[config.mk]
export PLATFORM = sky130hd
export DESIGN_NAME = program_loader
export DESIGN_NICKNAME = d
export VERILOG_FILES = /design/src/rtl/program_loader.sv
export SDC_FILE = /design/constraint.sdc
export NUM_CORES = 1
export LEC_CHECK = 0
export BUFFER_PORTS_ARGS = -buffer_cell sky130_fd_sc_hd__buf_2
export CORE_ASPECT_RATIO = 0.6
export CORE_MARGIN = 4
export CORE_UTILIZATION = 55
export DETAILED_ROUTE_END_ITERATION = 10
export PLACE_DENSITY = 0.8
export SLEW_MARGIN = 5
export SYNTH_ARGS = -nofsm -noshare
export SYNTH_HDL_FRONTEND = slang
export SYNTH_SLANG_ARGS = --single-unit
[constraint.sdc]
create_clock -name clk -period 3.3 [get_ports clk]
set_input_delay 0.165 -clock clk [delete_from_list [all_inputs] [get_ports clk]]
set_output_delay 0.165 -clock clk [all_outputs]
set_load 0.02 [all_outputs]
[src/rtl/program_loader.sv]
// program_loader: boot-time loader that streams a length-prefixed image into instruction memory
// and holds the CPU stalled until the image is complete. Optional checksum via LOADER_CHECKSUM_EN.
module program_loader #(
  parameter int IM_ADDR_W_m1 = 7,
  parameter int IM_DATA_W_m1 = 7
) (
  input  logic                    clk,
  input  logic                    rst,
  input  logic                    in_valid,
  input  logic [7:0]              in_data,
  output logic                    in_ready,
  input  logic                    reload,
  output logic                    im_we,
  output logic [IM_ADDR_W_m1:0]   im_addr,
  output logic [IM_DATA_W_m1:0]   im_wdata,
  output logic                    cpu_run,
  output logic                    busy,
  output logic                    error,
  output logic [2:0]              dbg_state
);

  localparam int AW = IM_ADDR_W_m1 + 1;
  localparam int DW = IM_DATA_W_m1 + 1;
  localparam int CW = AW + 1;
  localparam int DEPTH = 1 << AW;
  localparam logic [CW-1:0] DEPTH_C  = CW'(DEPTH);
  localparam logic [31:0]   DEPTH_32 = 32'(DEPTH);

  typedef enum logic [2:0] {
    S_LEN  = 3'd0,
    S_LOAD = 3'd1,
`ifdef LOADER_CHECKSUM_EN
    S_CHK  = 3'd2,
`endif
    S_RUN  = 3'd3,
    S_ERR  = 3'd4
  } state_t;

  state_t          r_state;
  state_t          w_next;
  logic [AW-1:0]   r_addr;
  logic [CW-1:0]   r_left;
  logic            r_we;
  logic [AW-1:0]   r_waddr;
  logic [DW-1:0]   r_wdata;
  logic            r_cpu_run;
`ifdef LOADER_CHECKSUM_EN
  logic [7:0]      r_sum;
`endif

  logic            w_accept;
  logic            w_last;
  logic            w_len_bad;
  logic [31:0]     w_len_ext;
  logic [CW-1:0]   w_len_n;

  // Handshake: a byte transfers on a rising edge where in_valid & in_ready are both high.
  // in_ready is a function of state (and rst) only, never of in_valid.
`ifdef LOADER_CHECKSUM_EN
  assign in_ready = ~rst & ((r_state == S_LEN) | (r_state == S_LOAD) | (r_state == S_CHK));
  assign busy     = (r_state == S_LOAD) | (r_state == S_CHK);
`else
  assign in_ready = ~rst & ((r_state == S_LEN) | (r_state == S_LOAD));
  assign busy     = (r_state == S_LOAD);
`endif
  assign error     = (r_state == S_ERR);
  assign cpu_run   = r_cpu_run;
  assign im_we     = r_we;
  assign im_addr   = r_waddr;
  assign im_wdata  = r_wdata;
  assign dbg_state = r_state;

  assign w_accept  = in_valid & in_ready;
  assign w_last    = (r_left == CW'(1));
  assign w_len_ext = {24'd0, in_data};
  // A length byte of zero stands for a full-depth image.
  assign w_len_bad = (w_len_ext > DEPTH_32);
  assign w_len_n   = (in_data == 8'd0) ? DEPTH_C : w_len_ext[CW-1:0];

  always_comb begin
    w_next = r_state;
    case (r_state)
      S_LEN: begin
        if (w_accept) w_next = w_len_bad ? S_ERR : S_LOAD;
      end
      S_LOAD: begin
        if (w_accept && w_last) begin
`ifdef LOADER_CHECKSUM_EN
          w_next = S_CHK;
`else
          w_next = S_RUN;
`endif
        end
      end
`ifdef LOADER_CHECKSUM_EN
      S_CHK: begin
        if (w_accept) w_next = (in_data == r_sum) ? S_RUN : S_ERR;
      end
`endif
      S_RUN: begin
        if (reload) w_next = S_LEN;
      end
      S_ERR: begin
        if (reload) w_next = S_LEN;
      end
      default: w_next = S_LEN;
    endcase
  end

  always_ff @(posedge clk) begin
    if (rst) r_state <= S_LEN;
    else     r_state <= w_next;
  end

  always_ff @(posedge clk) begin
    if (rst) begin
      r_addr    <= '0;
      r_left    <= '0;
      r_we      <= 1'b0;
      r_waddr   <= '0;
      r_wdata   <= '0;
      r_cpu_run <= 1'b0;
`ifdef LOADER_CHECKSUM_EN
      r_sum     <= '0;
`endif
    end else begin
      r_we <= 1'b0;
      if ((r_state == S_LEN) && w_accept) begin
        r_addr <= '0;
        r_left <= w_len_n;
`ifdef LOADER_CHECKSUM_EN
        r_sum  <= '0;
`endif
      end
      if ((r_state == S_LOAD) && w_accept) begin
        r_we    <= 1'b1;
        r_waddr <= r_addr;
        r_wdata <= DW'(in_data);
        r_addr  <= r_addr + AW'(1);
        r_left  <= r_left - CW'(1);
`ifdef LOADER_CHECKSUM_EN
        r_sum   <= r_sum + in_data;
`endif
      end
`ifdef LOADER_CHECKSUM_EN
      // The last data write has already landed when the check byte is accepted.
      r_cpu_run <= (w_next == S_RUN);
`else
      // Wait one cycle in RUN so the final registered write lands before the first fetch.
      r_cpu_run <= (r_state == S_RUN) && (w_next == S_RUN);
`endif
    end
  end

endmodule

==> flow_summary.toml <==
[layout]
regArea_um2 = 761
nFillCells = 260
fin_nets = 258
layout.cells.non_filler = 286
multi_input_area_um2 = 866
antenna_cells = 0
final_area_um2 = 1970
drive_above_1_share_pct = 20.1
syn2layout_area_growth_pct = 15.3

[worst_setup_path]
startpoint_type = "flip-flop"
slowest_stage = "dfxtp_1"
path_buf_inv = 1
crit_start = "dbg_state[0]"
end_kind = "flip-flop"
required_ns = 3.49
path_cells = "nand2b_1 > or2_1 > inv_2 > a41oi_1 > a311oi_1"
cpPeakStageDelay_ns = 0.67
critPathArrivalTime_ns = 2.44
crit_fanout = 23
reg2reg_from = "dbg_state[0]"
critPathKind = "flip-flop to flip-flop"
crit_family = "simple AND/OR/NAND/NOR gates"

[pwr]
total_power_mw = 0.926
peakVddDrop_v = 0.000258
power_leakage_nw = 0.771
power_density_nw_per_um2 = 470

[clock_tree]
cts_setup_buffers = 0
cts_root_buffer = "clkbuf_8"
cts_tree = "built"
cts-resized-gates = 0
cts_hold_buffers = 0
clk_pin_slew_ns = 0.07
cts_max_level = 2
clk_path_buf_depth = 2
insertion_delay_ns = 0.28
cts_buffers = 5
cts.sinks = 38

[place]
dp.cells = 278
gp_congestion = 0.838
io_buffers = 35
dp_hpwl_um = 2700
place_area_um2 = 1880

[grt]
antenna_found_initial = 0
overflow = 0
grt_first_pass_wirelength_um = 6560
grt_max_degree = 35
grtUsageTotal_pct = 20.7
grt_pass1_vias = 1454

[routing]
detail_route.first_pass.iterations = 5
drc = 0
vias = 1601
routed_via_density = 5.60
wl_per_cell_um = 13.3
ant_nets = 0
routed_wl_um = 3810
drtIter0Drc = 144

[yosys]
syn-cell-area_um2 = 1710
synth_seq_area_share_pct = 44.6
avgSynthCellArea_um2 = 8.01
synthCells = 213
yosys.area.top_type = "dfxtp_1"
ys_async_sr_fraction_pct = 0
yosysUniqueCellTypes = 42
synth_common_cells = "nand2_1 (43), dfxtp_1 (38), a21oi_1 (29), nor2_1 (12), o21ai_0 (9)"
synthTopCellsByArea = "dfxtp_1 (45%), nand2_1 (9.5%), a21oi_1 (8.5%)"
synthFlopType = "dfxtp_1"
syn_nets = 228
yosysMostFrequentCell = "nand2_1"
synth_top_area_share_pct = 44.6
ys_ff_latch = 38
ys_warn_count = 0
synth-edff-count = 0

[floorplanning]
initial_utilization_pct = 58.3
dieArea_um2 = 4090
die_h_um = 51.2
num_rows = 15
die_w_um = 79.9
coreArea_um2 = 2930
ioPinCount = 36

[sta]
period_needed_ns = 2.26
slew_violations = 0
tightest_slew_ns = 0.657
fmax_mhz = 443
skew_ns = 0.00562
finalSetupTns_ns = 0
setup_violations = 0
rsz0062_at_grt = "false"
slew_headroom_pct = 56.2
finalCritPeriodShare_pct = 68.4
hold_viol = 0

[min_path]
min_from = "reload"
min-delay-path-class = "input pin to flip-flop"

[flow_run]
maxCapViolCount = 0

[status]
status = "complete, no violations"
[cell usage in the layout, fill, tap and decap left out, types with 2 or more instances in the layout]
cell type | Yosys | final
or3b_2 | 2 | 2
a21oi_1 | 29 | 29
nor3b_1 | 3 | 3
ha_1 | 3 | 3
o21ai_1 | 4 | 4
inv_1 | 5 | 5
nand3_1 | 7 | 7
dfxtp_1 | 38 | 38
nand2_1 | 43 | 43
o21ai_0 | 9 | 9
nor2_1 | 12 | 12
buf_2 | 4 | 35
nand4_1 | 2 | 2
or3_1 | 4 | 4
nor3_1 | 8 | 8
or4_1 | 3 | 3
a31oi_1 | 2 | 2
clkbuf_8 | 0 | 6
nor4_1 | 3 | 3
and2_1 | 2 | 2
nand2b_1 | 2 | 2
[routing by layer]
layer / track usage, % / wire, µm
met5: 0 / 0
met4: 8.15 / 25
met3: 5.99 / 290
met2: 28.3 / 1540
met1: 30.3 / 1960
[sequential cells by signal, indices dropped and copies added, names as in the netlist]
name	cells
im_wdata	8
r_left	9
r_addr	8
cpu_run	1
dbg_state	3
im_we	1
im_addr	8
[where the power goes]
part           switching (mW)  internal (mW)
sequential             0.0181          0.473
clock                   0.151          0.168
combinational          0.0722         0.0436
[area by class of cell]
cell class	count	area share (%)
flip-flops and latches	38	38.7
clock inverters	1	0.254
repair buffers	35	8.90
inverters	6	1.14
multi-input cells	157	44.0
clock buffers	7	4.39
well taps	42	2.67
[final timing paths]
| path | endpoint | slack, ns | cells past startpoint |
|---|---|---|---|
| max reg2reg | r_addr[6] | 1.04 | 5 |
| min | dbg_state[2] | 0.07 | 2 |
| min reg2reg | im_addr[4] | 0.46 | 2 |
| max | r_addr[6] | 1.04 | 5 |
[cell families (layout without fill, tap and decap cells)]
| kind of cell | Yosys count | in the layout | share of synthesized area, % |
|---|---|---|---|
| and+or+nand+nor | 98 | 98 | 29.3 |
| AOI/OAI and AO/OA | 53 | 53 | 17.6 |
| DFF | 38 | 38 | 44.6 |
| buffers and inverters | 18 | 49 | 4.69 |
| adders and majority gates | 3 | 3 | 2.20 |
| xor gates and xnor gates | 2 | 2 | 1.03 |
| muxes | 1 | 1 | 0.660 |
[per-stage QoR]
stage	hold WS [ns]	util, %	setup WS, ns
6_report	0.0706	67.2	1.04
5_1_grt	0.0663	67.2	0.817
4_1_cts	0.0653	67.2	1.08
3_5_place_dp	0.360	64.1	0.991
3_3_place_gp	0.366	64.1	1.01
2_1_floorplan	0.241	-	1.40
Power figures use the tool's default switching activity.
